`src/rtl/bank_cmd_pkg.sv`:
```
// Shared types and helpers for the bank command responder: command kinds,
// error codes, timer width and the command decoder.
package bank_cmd_pkg;

  typedef enum logic [2:0] {
    NOP,
    ACT,
    PRE,
    RD,
    WR,
    INV
  } cmd_kind_t;

  localparam logic [2:0] ERR_NONE   = 3'd0;
  localparam logic [2:0] ERR_CLOSED = 3'd1;
  localparam logic [2:0] ERR_OPEN   = 3'd2;
  localparam logic [2:0] ERR_INV    = 3'd3;

  // Width of the per-bank tRCD/tRP down-counters.
  localparam int TMR_W = 4;

  // Classify a command from its encoding bits. ACT is tested before PRE and
  // NOP last so that overlapping qualifier patterns resolve deterministically.
  function automatic cmd_kind_t decode_cmd(input logic ras, input logic cas,
                                           input logic we, input logic is_cmd,
                                           input logic is_read,
                                           input logic is_write);
    cmd_kind_t k;
    if (ras && !cas && !we && is_cmd)             k = ACT;
    else if (ras && we && !cas)                   k = PRE;
    else if (cas && !we && !ras && is_read)       k = RD;
    else if (cas && we && !ras && is_write)       k = WR;
    else if (is_cmd && !ras && !cas)              k = NOP;
    else                                          k = INV;
    return k;
  endfunction

endpackage

```
`src/rtl/bank_cmd_timer.sv`:
```
// Per-bank tRCD/tRP down-counter pair. A load takes priority over the
// decrement in the same cycle; both counters saturate at zero.
module bank_cmd_timer
  import bank_cmd_pkg::*;
#(
  parameter int TRCD = 3,
  parameter int TRP  = 3
) (
  input  logic sys_clk,
  input  logic sys_rst,
  input  logic load_trcd,
  input  logic load_trp,
  output logic trcd_zero,
  output logic trp_zero
);

  logic [TMR_W-1:0] trcd_cnt;
  logic [TMR_W-1:0] trp_cnt;

  // Load on the bank event, otherwise count down towards zero.
  always_ff @(posedge sys_clk) begin
    if (!sys_rst) begin
      trcd_cnt <= '0;
      trp_cnt  <= '0;
    end else begin
      if (load_trcd)              trcd_cnt <= TMR_W'(TRCD - 1);
      else if (trcd_cnt != '0)    trcd_cnt <= trcd_cnt - 1'b1;
      if (load_trp)               trp_cnt  <= TMR_W'(TRP - 1);
      else if (trp_cnt != '0)     trp_cnt  <= trp_cnt - 1'b1;
    end
  end

  assign trcd_zero = (trcd_cnt == '0);
  assign trp_zero  = (trp_cnt == '0);

endmodule

```
`src/rtl/bank_cmd_responder.sv`:
```
// DRAM-side responder for the bank-machine command stream. Tracks open rows
// per bank, stalls ACT/RD/WR until tRP/tRCD have elapsed, returns read-data
// strobes CL cycles after each read and latches the first protocol error.
// Optional command counters are built when BANK_CMD_RESPONDER_COUNTERS_EN is
// defined; otherwise cnt_act/cnt_rd/cnt_wr read as zero.
module bank_cmd_responder
  import bank_cmd_pkg::*;
#(
  parameter int NBANKS = 8,
  parameter int ROW_W  = 14,
  parameter int TRCD   = 3,
  parameter int TRP    = 3,
  parameter int CL     = 4,
  localparam int BA_W  = (NBANKS > 1) ? $clog2(NBANKS) : 1
) (
  input  logic             sys_clk,
  input  logic             sys_rst,
  input  logic             cmd_valid,
  output logic             cmd_ready,
  input  logic             cmd_first,
  input  logic             cmd_last,
  input  logic [ROW_W-1:0] cmd_payload_a,
  input  logic [BA_W-1:0]  cmd_payload_ba,
  input  logic             cmd_payload_cas,
  input  logic             cmd_payload_ras,
  input  logic             cmd_payload_we,
  input  logic             cmd_payload_is_cmd,
  input  logic             cmd_payload_is_read,
  input  logic             cmd_payload_is_write,
  output logic             rdata_valid,
  output logic [ROW_W-1:0] rdata_col,
  output logic             wdata_ready,
  output logic             err,
  output logic [2:0]       err_code,
  output logic [15:0]      cnt_act,
  output logic [15:0]      cnt_rd,
  output logic [15:0]      cnt_wr
);

  cmd_kind_t              kind;
  logic [BA_W-1:0]        ba;
  logic                   ready_kind;
  logic                   accept;
  logic                   legal_act;
  logic                   legal_rd;
  logic                   legal_wr;
  logic                   close_now;
  logic [2:0]             err_hit_code;
  logic [NBANKS-1:0]      bank_open;
  logic [NBANKS-1:0][ROW_W-1:0] bank_row;
  logic [NBANKS-1:0]      trcd_zero;
  logic [NBANKS-1:0]      trp_zero;
  logic [CL-1:0]          rd_vld_p;
  logic [CL-1:0][ROW_W-1:0] rd_col_p;
  logic                   unused_ok;

  assign kind = decode_cmd(cmd_payload_ras, cmd_payload_cas, cmd_payload_we,
                           cmd_payload_is_cmd, cmd_payload_is_read,
                           cmd_payload_is_write);
  assign ba   = cmd_payload_ba;

  // Stall ACT until tRP has expired and RD/WR until tRCD has expired.
  always_comb begin
    ready_kind = 1'b1;
    case (kind)
      ACT:     ready_kind = trp_zero[ba];
      RD, WR:  ready_kind = trcd_zero[ba];
      default: ready_kind = 1'b1;
    endcase
  end

  assign cmd_ready   = sys_rst && ready_kind;
  assign accept      = cmd_valid && cmd_ready;
  assign wdata_ready = accept && (kind == WR);

  // Illegal commands are still accepted but must not touch bank state.
  assign legal_act = accept && (kind == ACT) && !bank_open[ba];
  assign legal_rd  = accept && (kind == RD)  &&  bank_open[ba];
  assign legal_wr  = accept && (kind == WR)  &&  bank_open[ba];
  assign close_now = (accept && (kind == PRE)) ||
                     ((legal_rd || legal_wr) && cmd_payload_a[10]);

  for (genvar b = 0; b < NBANKS; b++) begin : g_bank
    logic sel;
    assign sel = (ba == BA_W'(b));
    bank_cmd_timer #(
      .TRCD (TRCD),
      .TRP  (TRP)
    ) u_timer (
      .sys_clk   (sys_clk),
      .sys_rst   (sys_rst),
      .load_trcd (sel && legal_act),
      .load_trp  (sel && close_now),
      .trcd_zero (trcd_zero[b]),
      .trp_zero  (trp_zero[b])
    );
  end

  // Open/closed flag per bank; PRE and auto-precharge both close.
  always_ff @(posedge sys_clk) begin
    if (!sys_rst)        bank_open     <= '0;
    else if (legal_act)  bank_open[ba] <= 1'b1;
    else if (close_now)  bank_open[ba] <= 1'b0;
  end

  // Row captured on each legal ACT.
  always_ff @(posedge sys_clk) begin
    if (legal_act) bank_row[ba] <= cmd_payload_a;
  end

  // Classify the error, if any, carried by this cycle's accepted command.
  always_comb begin
    err_hit_code = ERR_NONE;
    if (accept) begin
      case (kind)
        ACT:     if (bank_open[ba])  err_hit_code = ERR_OPEN;
        RD, WR:  if (!bank_open[ba]) err_hit_code = ERR_CLOSED;
        INV:     err_hit_code = ERR_INV;
        default: err_hit_code = ERR_NONE;
      endcase
    end
  end

  // Sticky error flag; the code of the first error is kept until reset.
  always_ff @(posedge sys_clk) begin
    if (!sys_rst) begin
      err      <= 1'b0;
      err_code <= ERR_NONE;
    end else if ((err_hit_code != ERR_NONE) && !err) begin
      err      <= 1'b1;
      err_code <= err_hit_code;
    end
  end

  // Read return pipeline: stage 0 captures the accepted read, stage CL-1 drives the outputs.
  always_ff @(posedge sys_clk) begin
    if (!sys_rst) begin
      rd_vld_p <= '0;
      rd_col_p <= '0;
    end else begin
      rd_vld_p[0] <= legal_rd;
      rd_col_p[0] <= legal_rd ? cmd_payload_a : '0;
      for (int i = 1; i < CL; i++) begin
        rd_vld_p[i] <= rd_vld_p[i-1];
        rd_col_p[i] <= rd_col_p[i-1];
      end
    end
  end

  assign rdata_valid = rd_vld_p[CL-1];
  assign rdata_col   = rd_col_p[CL-1];

`ifdef BANK_CMD_RESPONDER_COUNTERS_EN
  // Wrapping counts of legal accepted ACT/RD/WR commands.
  always_ff @(posedge sys_clk) begin
    if (!sys_rst) begin
      cnt_act <= '0;
      cnt_rd  <= '0;
      cnt_wr  <= '0;
    end else begin
      if (legal_act) cnt_act <= cnt_act + 16'd1;
      if (legal_rd)  cnt_rd  <= cnt_rd + 16'd1;
      if (legal_wr)  cnt_wr  <= cnt_wr + 16'd1;
    end
  end
`else
  assign cnt_act = '0;
  assign cnt_rd  = '0;
  assign cnt_wr  = '0;
`endif

  // Stream framing bits and the stored rows have no consumer in this model.
  assign unused_ok = ^{cmd_first, cmd_last, bank_row};

endmodule
```
`config.mk`:
```
export PLATFORM = sky130hd
export DESIGN_NAME = bank_cmd_responder
export DESIGN_NICKNAME = d
export VERILOG_FILES = /design/src/rtl/bank_cmd_pkg.sv /design/src/rtl/bank_cmd_timer.sv /design/src/rtl/bank_cmd_responder.sv
export SDC_FILE = /design/constraint.sdc
export NUM_CORES = 1
export LEC_CHECK = 0
export ABC_AREA = 1
export BUFFER_PORTS_ARGS = -buffer_cell sky130_fd_sc_hd__buf_2
export CORE_MARGIN = 4
export CORE_UTILIZATION = 28
export CTS_BUF_LIST = sky130_fd_sc_hd__clkbuf_2 sky130_fd_sc_hd__clkbuf_4 sky130_fd_sc_hd__clkbuf_8
export DETAILED_ROUTE_END_ITERATION = 16
export PLACE_DENSITY = 0.53
export SLEW_MARGIN = 20
export SYNTH_ARGS = -nofsm -noshare
export SYNTH_HDL_FRONTEND = slang
export SYNTH_SLANG_ARGS = --single-unit
```
`constraint.sdc`:
```
create_clock -name sys_clk -period 2 [get_ports sys_clk]
set_clock_uncertainty 0.05 [all_clocks]
set_input_delay 0.1 -clock sys_clk [delete_from_list [all_inputs] [get_ports sys_clk]]
set_output_delay 0.1 -clock sys_clk [all_outputs]
set_load 0.01 [all_outputs]
```
# [After elaboration in Yosys (flattened, before gate mapping)]
# Cells that the tools add are included.
[op_classes] addsub=16 mul=0 n_div=0 order_cmp=2 n_eq_ne=12 shift=0 mux=52 bitwise=4 reduce_logical=117
[ops] operator="two-way mux 2 bit" count=33
[ops] operator="zero test 4 bit" count=16
[ops] operator="nonzero test 4 bit" count=16
[ops] operator="subtractor 4 x 1 -> 4 bit (second input constant)" count=16
[ops] operator="logical AND 1 bit" count=41
[ops] operator="nonzero test 2 bit" count=17
[ops] operator="OR reduction 2 bit" count=17
[ops] operator="== test 3 bit (second input constant)" count=6
[ops] operator="two-way mux 3 bit" count=6
[ops] operator="two-way mux 8 bit" count=2
[ops] operator="== test 3 x 2 -> 1 bit (second input constant)" count=4
[ops] operator="binary-select mux 1 bit (select 3 bit)" count=3
[ops] operator="case mux 3 bit (3 select lines)" count=1
[ops] operator="bitwise AND 8 bit" count=1
[ops] operator="inverter 8 bit" count=1
[ops] operator="bitwise OR 8 bit" count=1
[ops] operator="== test 3 x 1 -> 1 bit (second input constant)" count=2
[ops] operator="zero test 1 bit" count=5
[ops] operator="two-way mux 1 bit" count=5
[ops] operator="less-than comparator 3 x 4 -> 1 bit (second input constant)" count=1
[ops] operator="demux 1 bit (select 3 bit)" count=1
[ops] operator="greater-or-equal comparator 3 x 1 -> 1 bit (second input constant)" count=1
[ops] operator="zero test 3 bit" count=1
[ops] operator="nonzero test 3 bit" count=1
[ops] operator="other kinds (4)" count=5
[word_totals] register_bits=136 latch_bits=0 ramBits=0 mem_bits_ro=0 word_cells=243 mem_count=0

# [Longest topological paths before layout]
# Gate-level depths: netlist (run 1).
[logic_depth] depth_word=20 ltp_mapped=15

# [Modules after synthesis]
# Synthesis (run 1) repeated with hierarchy kept, for this count alone.
[unflattened] cells_unflattened=812 hier_area_um2=5865.6
[by_module_without_submodules] module="bank_cmd_responder" instances=1 cells_each=436 area_each_um2=3233.1 seq_area_each_um2=1421.4
[by_module_without_submodules] module="bank_cmd_timer" instances=8 cells_each=47 area_each_um2=329.1 seq_area_each_um2=160.2

# [Least setup slack after synthesis (run 1)]
# No wires, ideal clock.
[synth_timing] kind="flip-flop to flip-flop" startpoint="register g_bank[2].u_timer.trcd_cnt[0]" endpoint="register g_bank[2].u_timer.trcd_cnt[0]" setup_time_ps=119 arrival_ps=1799 required_ps=1831 path_slack_ps=33 stages_incl_launch_ff=15 path_buffers=0 period_less_slack_ps=1967 path_cell_list="dfxtp_1 > nor2_1 > nand2_1 > nand2_1 > nand2_1 > nor2_2 > nand2_1 > nand3_1 > nand2_1 > nor2_2 > nand2_1 > nor3_4 > nand2_1 > nand2_1 > nor3b_2"
[synth_via] elab_chain_cells=10 elab_cells_between_ends=12 classes_between="1 x add/sub; 3 x mux; 8 x reduce/logical"
[synth_rtl] item="start: declaration" line="bank_cmd_timer.sv:17" source="logic [TMR_W-1:0] trcd_cnt;"
[synth_rtl] item="start signal: assignment" line="bank_cmd_timer.sv:26" source="if (load_trcd) trcd_cnt <= TMR_W'(TRCD - 1);"
[synth_rtl] item="start signal: assignment" line="bank_cmd_timer.sv:27" source="else if (trcd_cnt != '0) trcd_cnt <= trcd_cnt - 1'b1;"
[synth_rtl] item="zero test 4 bit" line="bank_cmd_timer.sv:33" source="assign trcd_zero = (trcd_cnt == '0);"
[synth_rtl] item="binary-select mux 1 bit (select 3 bit)" line="bank_cmd_responder.sv:67" source="RD, WR: ready_kind = trcd_zero[ba];"
[synth_rtl] item="two-way mux 1 bit (not written as such)" line="bank_cmd_responder.sv:67"
[synth_rtl] item="case mux 1 bit (2 select lines)" line="bank_cmd_responder.sv:65" source="case (kind)"
[synth_rtl] item="logical AND 1 bit" line="bank_cmd_responder.sv:72" source="assign cmd_ready = sys_rst && ready_kind;"
[synth_rtl] item="named net cmd_ready" line="bank_cmd_responder.sv:19" source="output logic cmd_ready,"
[synth_rtl] item="logical AND 1 bit" line="bank_cmd_responder.sv:73" source="assign accept = cmd_valid && cmd_ready;"
[synth_rtl] item="logical AND 1 bit (2 in a row)" line="bank_cmd_responder.sv:77" source="assign legal_act = accept && (kind == ACT) && !bank_open[ba];"
[synth_rtl] item="logical AND 1 bit" line="bank_cmd_responder.sv:92" source=".load_trcd (sel && legal_act),"
[synth_rtl] item="OR reduction 2 bit (no source line)"
# The timed path passes the listed nets, and every way through them passes these cells. The select of a mux whose other input is x is not followed.
# A chain may end at the register's enable or synchronous reset.

# [Final worst setup path (run 1)]
[layout_timing] startpoint="register g_bank[5].u_timer.trp_cnt[1]" endpoint="register g_bank[2].u_timer.trcd_cnt[0]"
[layout_via] elab_chain_cells=10
[layout_rtl] item="start: declaration" line="bank_cmd_timer.sv:18" source="logic [TMR_W-1:0] trp_cnt;"
[layout_rtl] item="start signal: assignment" line="bank_cmd_timer.sv:28" source="if (load_trp) trp_cnt <= TMR_W'(TRP - 1);"
[layout_rtl] item="start signal: assignment" line="bank_cmd_timer.sv:29" source="else if (trp_cnt != '0) trp_cnt <= trp_cnt - 1'b1;"
[layout_rtl] item="zero test 4 bit" line="bank_cmd_timer.sv:34" source="assign trp_zero = (trp_cnt == '0);"
[layout_rtl] item="binary-select mux 1 bit (select 3 bit)" line="bank_cmd_responder.sv:66" source="ACT: ready_kind = trp_zero[ba];"
[layout_rtl] item="two-way mux 1 bit (not written as such)" line="bank_cmd_responder.sv:66"
[layout_rtl] item="case mux 1 bit (2 select lines)" line="bank_cmd_responder.sv:65"
[layout_rtl] item="logical AND 1 bit" line="bank_cmd_responder.sv:72"
[layout_rtl] item="logical AND 1 bit" line="bank_cmd_responder.sv:73"
[layout_rtl] item="logical AND 1 bit (2 in a row)" line="bank_cmd_responder.sv:77"
[layout_rtl] item="logical AND 1 bit" line="bank_cmd_responder.sv:92"
[layout_rtl] item="OR reduction 2 bit (no source line)"
# Every way passes these cells. The select of a mux whose other input is x is not followed.

==> results.md, run 1 <==
- First-pass GRT wire length: around 18 mm
- Final setup margin: -0.132 ns
- Clock Latency Late Sink: approximately 0.44 ns
- Setup crit start kind: flip-flop
- Status: finished, violations left
- Synthesized area: 0.00540 mm^2
- Layout fillers: roughly 1900
- Worst VDD drop: 0.711 mV
- Flop pwr share: 0.429
- Crit path max-delay family: simple AND/OR/NAND/NOR gates
- Least-Margin Pin Slew: approximately 0.66 ns
- Netlist cell types: 25
- CTS root buffer: clkbuf_8
- Max-cap check violation count: 0
- Vias in the first global route: about 4200
- Final hold vios: 0
- Via count: 4424
- TritonCTS clock tree: yes
- DP HPWL: 7.95 mm
- Max FO, Critical Path: 6
- Leak: 3.86 nW
- CP bufs+invs: 2
- Gr ovfl total: 0
- Synthesized instance count: about 730
- Synth cell count leaders: nand2_1, dfxtp_1, inv_1, nor2_1, buf_4
- Clock group share of total power: 0.329
- Sequential share of the synthesized area: 0.501
- Worst path arrival time: 2.42 ns
- Initial core utilization: 0.287
- Clock Path Buffers: 2
- Die ar.: between 0.02 and 0.025 mm^2
- FMAX: ~470 MHz
- Fin nets: around 900
- Worst reg2reg setup slack: -0.13 ns
- GRT Total Usage: 0.103
- Core footprint: approximately 0.019 mm^2
- Total Wirelength: 11.1 mm
- Cell taking the most area after synthesis: dfxtp_1
- Final period util: 1.07
- EDFF count, synth: 0
- CTS sink count: 135
- Crit path time final: around 2.1 ns
- Final TNS setup: -6.31 ns
- PwrDens: 921 mW/mm^2
- Flops & latches, synth: between 100 and 150
- Metal3 WL: around 470 um
- DR top layer: met4
- Initial antenna violation count: 0
- Reg2Reg Depth: 14
- TritonCTS buffer count: 17
- Worst hold path depth: 4
- # rows: 50
- Area contributors post-synth: dfxtp_1, nand2_1, buf_4
- DRC marker count from the first detailed-route iteration: ~170
- CP Cell Sequence: nor2_1, nand2_2, nand2_1, nand2_1, o21ai_1, a21oi_2, nor2_4, nand2_2, buf_4, nor3_4, buf_12, nand2_4, nand2_4, nor3b_2
- Internal: approximately 4.7 mW
- Max Slew Vio Count: 0
- Ports: just under 100
- Failing checks: setup timing
- Metal1 wirelength: between 5 and 6 mm
- Vias/cell: a little under 4
- Mean Syn Cell Area: between 7 and 8 um^2
- Largest net degree at the start of global routing: 57
- DR pass1 iterations: 4
- Routed WL per cell: between 9 and 10 um
- Routed length on met2: roughly 5.3 mm
- WP data required: 2.28 ns
- Setup CP Type: reg2reg
- Clock-pin slew of the registers on the worst-case setup and hold paths: 0.09 ns
- Sw Pwr: approximately 2.2 mW
- Count leader, synth: nand2_1
- Placer congestion estimate: 0.776
- Combinational power share: 0.242
- Yosys Warn Count: 0
- Area grow syn2layout: 39.3%
- Critical Path Max Stage Delay: ~0.33 ns
- ANT nets after route: 0
- Slew Limit Headroom: 0.557
- Ys async rst share: 0
- Top-area cell type share of the netlist area: 0.501
- Top FF cell, synth: dfxtp_1
- Crit path capture type: flip-flop
- Die Y: 147 um
- IO buf count: 45
- Die X: roughly 150 um
- Diode count: 0
- Crit path depth: 14
- Net Sw Frac: 0.316
- Htree depth: 4
- Slowest cell on crit path: dfxtp_1
- Detailed-route DRC error count: 0
- Worst Hold Class: in2reg
- Setup-failing EPs final: 74
- Fin Hold WS: just under 0.2 ns
- Share of layout cells above drive strength 1: 0.328
- RSZ-0062 raised after global routing: yes
## power groups by stage
stage | Combinational, mW | Clock [mW] | Sequential [mW]
6_report | 1.68 | 2.28 | 2.97
5_1_grt | 1.89 | 2.48 | 2.99
4_1_cts | 1.58 | 2.36 | 2.96
3_5_place_dp | 1.45 | 0 | 3.01
3_3_place_gp | 1.45 | 0 | 3.01
2_1_floorplan | 0.816 | 0 | 3.02
## kinds of logic (layout without fill, tap and decap cells)
family | after synthesis | count (layout) | share of synthesized area
AND/OR/NAND/NOR | 331 | 331 | 0.252
buffers and inverters | 191 | 303 | 0.178
flip-flops | 135 | 135 | 0.501
AO/OA/AOI/OAI | 70 | 70 | 0.0693
other | 1 | 49 | 0.000695
## cell usage in the layout (no fill, tap or decap), types with 4 or more instances in the layout
cell type,n
nor3_1,15
o21ai_0,16
clkbuf_8,17
buf_2,43
dlygate4sd3_1,13
buf_6,7
conb_1,49
a21oi_1,28
a22oi_1,4
nor2_2,17
nand4_1,5
nand3_1,11
nor2_1,90
dfxtp_1,128
nand2_8,4
a31oi_1,4
dfxtp_2,6
nand2_1,114
buf_4,88
nand3_2,9
inv_8,4
nand2_4,24
inv_6,6
nand2_2,21
inv_1,112
nor2_4,10
a21oi_2,12
## registers in the layout (all words and copies together), names as in the netlist, named ones only
register / flops
rdata_col: 14
rd_col_p: 42
g_bank.u_timer.trp_cnt: 32
err_code: 2
g_bank.u_timer.trcd_cnt: 32
err: 1
rd_vld_p: 4
## per-stage QoR
step                      total power [mW]   util  setup WS, ns  std cells  instance area (um^2)
after floorplan                       3.83      -        0.0329        776                  5580
after global placement                4.45  0.334        -0.160       1093                  6280
after detailed placement              4.46  0.334        -0.217       1093                  6280
after CTS                             6.90  0.381        -0.181       1143                  7170
after global routing                  7.36  0.399        -0.305       1148                  7520
final                                 6.93  0.399        -0.132       1148                  7520
## layout make-up
| class | count | area, um^2 | area share |
|---|---|---|---|
| Inverter | 116 | 438 | 0.0582 |
| Multi-Input combinational cell | 450 | 2460 | 0.327 |
| Tap cell | 260 | 325 | 0.0433 |
| Timing Repair Buffer | 155 | 1170 | 0.156 |
| Clock buffer | 17 | 234 | 0.0311 |
| Sequential cell | 135 | 2710 | 0.361 |
| Clock inverter | 15 | 176 | 0.0235 |
## worst register-to-register path: stages (launching register included)
cell and delay (ns):
dfxtp_1 0.33, nor2_1 0.17, nand2_2 0.11, nand2_1 0.07, nand2_1 0.05, o21ai_1 0.18, a21oi_2 0.10, nor2_4 0.13
nand2_2 0.08, buf_4 0.14, nor3_4 0.20, buf_12 0.21, nand2_4 0.09, nand2_4 0.09, nor3b_2 0.05
## what timing repair did
action	CTS	global route
hold endpoints to repair	13	0
hold buffers	13	0
cloned	0	1
setup buffers	5	4
endpoints found under the setup margin	83	91
pin swaps	23	25
gates resized for setup	87	78
## metal layers
| layer | global-route usage | vias up |
|---|---|---|
| li1 | - | 2408 |
| met1 | 0.126 | 1929 |
| met2 | 0.173 | 75 |
| met3 | 0.0302 | 12 |
| met4 | 0.0329 | 0 |
| met5 | 0 | - |
## path summary, 6_finish.rpt
path                                                           startpoint                                          to
worst max-delay path            g_bank[5].u_timer.trp_cnt[1]$_SDFFE_PN0P_  g_bank[2].u_timer.trcd_cnt[0]$_SDFFE_PP0P_
worst min-delay path                                              sys_rst   g_bank[4].u_timer.trp_cnt[0]$_SDFFE_PP0P_
worst max register to register  g_bank[5].u_timer.trp_cnt[1]$_SDFFE_PN0P_  g_bank[2].u_timer.trcd_cnt[0]$_SDFFE_PP0P_
worst min register to register                    rd_col_p[23]$_SDFF_PN0_                     rd_col_p[37]$_SDFF_PN0_
(Power assumes the default switching activity.)
==> run 2, diff against run 1 <==
CORE_UTILIZATION = 29   (was 28)
PLACE_DENSITY = 0.56   (was 0.53)
clock period = 1.7 ns   (was 2 ns; I/O delays follow)
==> run 2 against run 1 <==
  * The flow still finishes with violations (setup timing)
  * First-iteration DRC count is 4.0% higher
  * Die area is 3.3% lower
  * Worst hold slack worse by 0.12 ns
==> results.md, run 2 (same netlist as run 1, synthesis figures left out) <==
- Status: finished, violations left
- Failing checks: setup timing
- Setup-failing EPs final: 92
- Crit path from: g_bank[3].u_timer.trp_cnt[3]$_SDFFE_PP0P_
- Worst VDD drop: approximately 0.46 mV
- R2r startpoint: g_bank[3].u_timer.trp_cnt[3]$_SDFFE_PP0P_
- ANT nets after route: 0
- DR pass1 iterations: 4
- Vias/cell: 4.05
- TritonCTS clock tree: yes
- Combinational power share: 0.244
- Max FO, Critical Path: 8
- Worst Hold Class: in2reg
- Most flops, register: rd_col_p
- Initial antenna violation count: 1
- RSZ-0062 raised after global routing: yes
- Ports: between 90 and 100
- Die ar.: 0.0209 mm^2
- Least-Margin Pin Slew: about 1 ns
- Htree depth: 4
- Routed WL per cell: between 10 and 15 um
- Flop pwr share: 0.428
- Via count: 4528
- CTS root buffer: clkbuf_8
- Worst path arrival time: between 2 and 2.5 ns
- Multi-input gate area: between 0.002 and 0.003 mm^2
- CTS sink count: around 140
- Die X: about 140 um
- Placer congestion estimate: a little over 0.8
- Clock Latency Late Sink: ~0.44 ns
- IO buf count: 45
- DRC marker count from the first detailed-route iteration: 180
- Top Registers: rd_col_p (42), g_bank.u_timer.trcd_cnt (32), g_bank.u_timer.trp_cnt (32)
- Fin nets: ~900
- Crit path time final: about 2.1 ns
- Detailed-route DRC error count: 0
- PwrDens: 1090 mW/mm^2
- Commonest non-fill, non-tap cell in the layout: dfxtp_1
- Max Slew Vio Count: 0
- Hold wc startpoint: cmd_payload_a[10]
- TritonCTS buffer count: 17
- Clock Path Buffers: 2
- DP HPWL: 7.92 mm
- Diode count: 0
- WP data required: a little under 2 ns
- Final setup margin: -0.423 ns
- Die Y: 144 um
- Layout fillers: approximately 1800
- Initial core utilization: 0.298
- FMAX: 471 MHz
- # rows: a little under 50
- Final hold vios: 0
- Sw Pwr: between 2 and 2.5 mW
- Total Wirelength: 11.8 mm
- Setup CP Type: reg2reg
- Max-cap check violation count: 0
- Max reg flops: between 40 and 50
- Crit path capture type: flip-flop
- Largest net degree at the start of global routing: just over 70
- Most frequent cells in the layout: dfxtp_1, nand2_1, inv_1
- Area grow syn2layout: 39.5%
- Net Sw Frac: 0.301
- Vias in the first global route: ~4400
- Post-Place Cells: between 1000 and 1500
- Fin cells: 1118
- Clock group share of total power: 0.328
- Clock-pin slew of the registers on the worst-case setup and hold paths: 0.08 ns
- Leak: ~3.9 nW
- Core footprint: approximately 0.018 mm^2
- Reg area: about 0.0027 mm^2
- First-pass GRT wire length: around 20 mm
- Share of layout cells above drive strength 1: 0.358
- Setup crit start kind: flip-flop
- Slew Limit Headroom: 0.329
- Internal: around 5.7 mW
- Final TNS setup: -26.79 ns
- GRT Total Usage: 0.119
- Final period util: 1.25
- Gr ovfl total: 0
run 2: cell count changes in the layout (fill, tap and decap cells not counted), sizes merged:
cell / delta
buf: +2
bufinv: +1
clkbuf: +2
clkinv: +3
inv: -7
run 2: metrics by stage:
stage               total power, mW  hold WS, ns   util  worst slack (ns)  area (um^2)
floorplan                      4.56        0.147      -            -0.146         5700
global placement               5.27        0.251  0.353            -0.328         6400
detailed placement             5.28        0.253  0.353            -0.333         6400
CTS                            8.13       0.0687  0.406            -0.478         7360
global route                   8.68       0.0480  0.415            -0.551         7530
finish                         8.19       0.0789  0.415            -0.423         7530
run 2: path summary, 6_finish.rpt:
path | to | slack (ns) | cells past startpoint
setup / recovery | flip-flop | -0.42 | 13
hold / removal | rd_col_p[10]$_SDFF_PN0_ | 0.08 | 4
setup reg to reg | flip-flop | -0.42 | 13
hold reg to reg | rd_col_p[30]$_SDFF_PN0_ | 0.36 | 2
run 2: critical path, stage by stage (launching register included):
cell and delay (ns):
dfxtp_1 0.31, nor2_1 0.18, nand2_2 0.12, nand2_1 0.08
nand2_1 0.05, o21ai_1 0.14, a21oi_2 0.09, nor2_4 0.18
buf_6 0.13, nand4_1 0.15, nand3_4 0.25, nand2_4 0.13
nand2_2 0.11, a21oi_2 0.05
run 2: layer usage:
metal / global-route usage / routed length [um] / up-vias
li1: - / - / 2411
met2: 0.199 / 5670 / 97
met5: 0 / 7 / -
met1: 0.137 / 5240 / 1997
met3: 0.0413 / 588 / 21
met4: 0.0555 / 271 / 2
run 2: timing repair:
action,CTS,global route
buffers inserted,7,1
gates resized for setup,92,58
cloned,1,0
hold buffers,13,0
endpoints found under the hold margin,13,0
setup endpoints to repair,92,92
pin swaps,25,24
run 2: final cells by class:
type,count,area share
well taps,229,0.0380
clock buffers,20,0.0349
inverters,116,0.0581
clock inverters,12,0.0189
multi-input cells,450,0.336
repair buffers,156,0.153
flip-flops and latches,135,0.360
run 2: power by group through the flow:
| stage | logic [mW] | registers (mW) | clock network [mW] |
|---|---|---|---|
| 6_report | 2.00 | 3.50 | 2.69 |
| 4_1_cts | 1.87 | 3.49 | 2.78 |
| 3_5_place_dp | 1.72 | 3.56 | 0 |
| 5_1_grt | 2.24 | 3.53 | 2.92 |
| 2_1_floorplan | 0.992 | 3.57 | 0 |
| 3_3_place_gp | 1.72 | 3.56 | 0 |
==> run 3, diff against run 2 <==
CORE_ASPECT_RATIO = 1.25   (was unset)
==> run 3 against run 2 <==
  * The flow still finishes with violations (setup timing)
  * Highest routed layer is now met4
  * Register-to-register slack better by 0.07 ns
  * Worst hold slack improved by 0.026 ns
  * Sequential share of layout area down 0.69 points
  * Routed wire length down 2.4%
  * Via count grew 0.84%
  * Non-clock buffer count grew 6
  * Global-route usage down 1.1 points
  * Cell area grew 2.4%
  * Critical path depth grew 2
  * Power increased by 5.5%
  * Cell count rose by 0.45%
  * Setup slack better by 0.070 ns
==> results.md, run 3 (same netlist as run 1, synthesis figures left out) <==
- Setup crit start kind: flip-flop
- RSZ-0062 raised after global routing: yes
- Most frequent cells in the layout: nand2_1, dfxtp_1, inv_1
- PwrDens: around 1100 mW/mm^2
- TritonCTS clock tree: yes
- CP Cell Sequence: nor2_4, nand2_1, nand2_1, nand2_1, nor2_2, nand2_1, nand3_2, nand2_2, nor2_4, buf_6, nand4_1, nand3_4, nand2_4, nand2_2, a21oi_2
- Clock group share of total power: 0.345
- Max reg flops: 42
- Vias in the first global route: between 4000 and 5000
- DRC marker count from the first detailed-route iteration: between 100 and 150
- Net Sw Frac: 0.294
- Status: finished, violations left
- Most flops, register: rd_col_p
- Die ar.: between 0.02 and 0.025 mm^2
- TritonCTS buffer count: 17
- Total power: roughly 8.6 mW
- Clock Path Buffers: 2
- Final TNS setup: -27.03 ns
- R2r startpoint: g_bank[6].u_timer.trcd_cnt[2]$_SDFFE_PP0P_
- Core footprint: ~0.018 mm^2
- DP Area: about 0.0064 mm^2
- Fin cells: around 1100
- Post-Place Cells: about 1100
- ANT nets after route: 0
- Initial core utilization: 0.296
- Worst hold path depth: 4
- Fin area: between 0.007 and 0.008 mm^2
- Slowest cell on crit path: dfxtp_2
- Reg2Reg Depth: 15
- DR pass1 iterations: 4
- Internal: approximately 6 mW
- Crit path max-delay family: simple AND/OR/NAND/NOR gates
- Clock-pin slew of the registers on the worst-case setup and hold paths: around 0.080 ns
- Combinational power share: 0.245
- FMAX: just under 500 MHz
- Final setup margin: -0.353 ns
- First-pass GRT wire length: between 15 and 20 mm
- # rows: 55
- Top Registers: rd_col_p (42), g_bank.u_timer.trcd_cnt (32), g_bank.u_timer.trp_cnt (32)
- Total Wirelength: around 11 mm
- Failing checks: setup timing
- Clock Latency Late Sink: about 0.43 ns
- Routed WL per cell: 10.2 um
- Share of layout cells above drive strength 1: 0.381
- Crit path time final: ~2.1 ns
- Placer congestion estimate: about 0.78
- Max Slew Vio Count: 0
- CP bufs+invs: 1
- Die X: around 130 um
- Via count: 4566
- Worst reg2reg setup slack: -0.35 ns
- Die Y: about 160 um
- GRT Total Usage: 0.108
- Worst VDD drop: approximately 0.59 mV
- Detailed-route DRC error count: 0
- IO buf count: 45
- Gr ovfl total: 0
- Final period util: 1.21
- Vias/cell: 4.07
- DP HPWL: just under 8 mm
- Hold Crit Endpoint: rd_col_p[10]$_SDFF_PN0_
- Most frequent CP cell: nand2_1
- Flop pwr share: 0.410
- Hold wc startpoint: cmd_payload_a[10]
- Final hold vios: 0
- Area grow syn2layout: 42.9%
- Leak: ~4.0 nW
- Setup CP Type: reg2reg
- Commonest non-fill, non-tap cell in the layout: nand2_1
- Worst path arrival time: between 2 and 2.5 ns
- Crit path capture type: flip-flop
- Worst Hold Class: in2reg
- Setup-failing EPs final: 92
- CTS sink count: 135
- Htree depth: 4
- Diode count: 0
- Initial antenna violation count: 0
- Sw Pwr: around 2.5 mW
- WP data required: approximately 2 ns
- Fin Hold WS: around 0.10 ns
- CTS root buffer: clkbuf_8
- Critical Path Max Stage Delay: ~0.34 ns
- Largest net degree at the start of global routing: 71
- Max-cap check violation count: 0
- Max FO, Critical Path: 8
- Fin nets: about 900
- Ports: 97
[run 3: changes by cell type in the layout (fill, tap and decap cells not counted), moves of 3 or more]
cell and delta:
nand2_1 +3, inv_8 +4, buf_4 +3, dfxtp_2 +10, a21oi_2 +4, nor2_1 -7
clkinv_4 -3, nor2_2 -6, a21oi_1 -3, dfxtp_1 -10, nor2_4 +13
[run 3: tightest hold or removal path, delay by kind of cell]
| kind | cells | cell delay (ns) |
|---|---|---|
| simple gates | 1 | 0.17 |
| buf+inv | 3 | 0.29 |
[run 3: final cells by class]
class,count,area [um^2]
fillers,1815,10500
flip-flops and latches,135,2730
multi-input cells,450,2590
repair buffers,162,1220
inverters,116,438
well taps,228,285
clock buffers,18,241
clock inverters,14,213
[run 3: worst max path at each step]
stage                                          startpoint                                    endpoint  slack, ns  cells after the start
2_1_floorplan  g_bank[2].u_timer.trcd_cnt[1]$_SDFFE_PN0P_  g_bank[6].u_timer.trcd_cnt[0]$_SDFFE_PP0P_      -0.15                     14
3_3_place_gp   g_bank[2].u_timer.trcd_cnt[3]$_SDFFE_PP0P_  g_bank[1].u_timer.trcd_cnt[0]$_SDFFE_PP0P_      -0.30                     15
3_5_place_dp   g_bank[2].u_timer.trcd_cnt[3]$_SDFFE_PP0P_  g_bank[1].u_timer.trcd_cnt[0]$_SDFFE_PP0P_      -0.33                     15
4_1_cts        g_bank[2].u_timer.trcd_cnt[2]$_SDFFE_PP0P_                                 wdata_ready      -0.38                     13
5_1_grt         g_bank[2].u_timer.trp_cnt[1]$_SDFFE_PN0P_                                   flip-flop      -0.47                     13
6_report       g_bank[6].u_timer.trcd_cnt[2]$_SDFFE_PP0P_                                   flip-flop      -0.35                     15
[run 3: power groups by stage]
stage               clock network [mW]  logic, mW  registers, mW
detailed placement                   0       1.73           3.56
global placement                     0       1.72           3.56
CTS                               3.09       1.87           3.49
floorplan                            0      0.992           3.57
global route                      3.20       2.37           3.56
finish                            2.98       2.12           3.54
[run 3: timing repair]
item,CTS,global route
resized for setup,70,106
endpoints found under the setup margin,92,92
buffers inserted,7,8
endpoints found under the hold margin,13,0
cloned,0,1
hold buffers,13,0
pin swaps,18,34
[run 3: metrics by stage]
stage               worst slack [ns]  utilization
finish                        -0.353        0.423
global route                  -0.466        0.423
CTS                           -0.376        0.399
detailed placement            -0.331        0.351
global placement              -0.303        0.351
floorplan                     -0.146            -
[run 3: layer usage]
metal	routed length (um)	part of all wire	track usage
met5	0	0	0
met1	4820	0.42	0.118
met2	5990	0.52	0.194
met4	207	0.018	0.0416
met3	475	0.041	0.0309
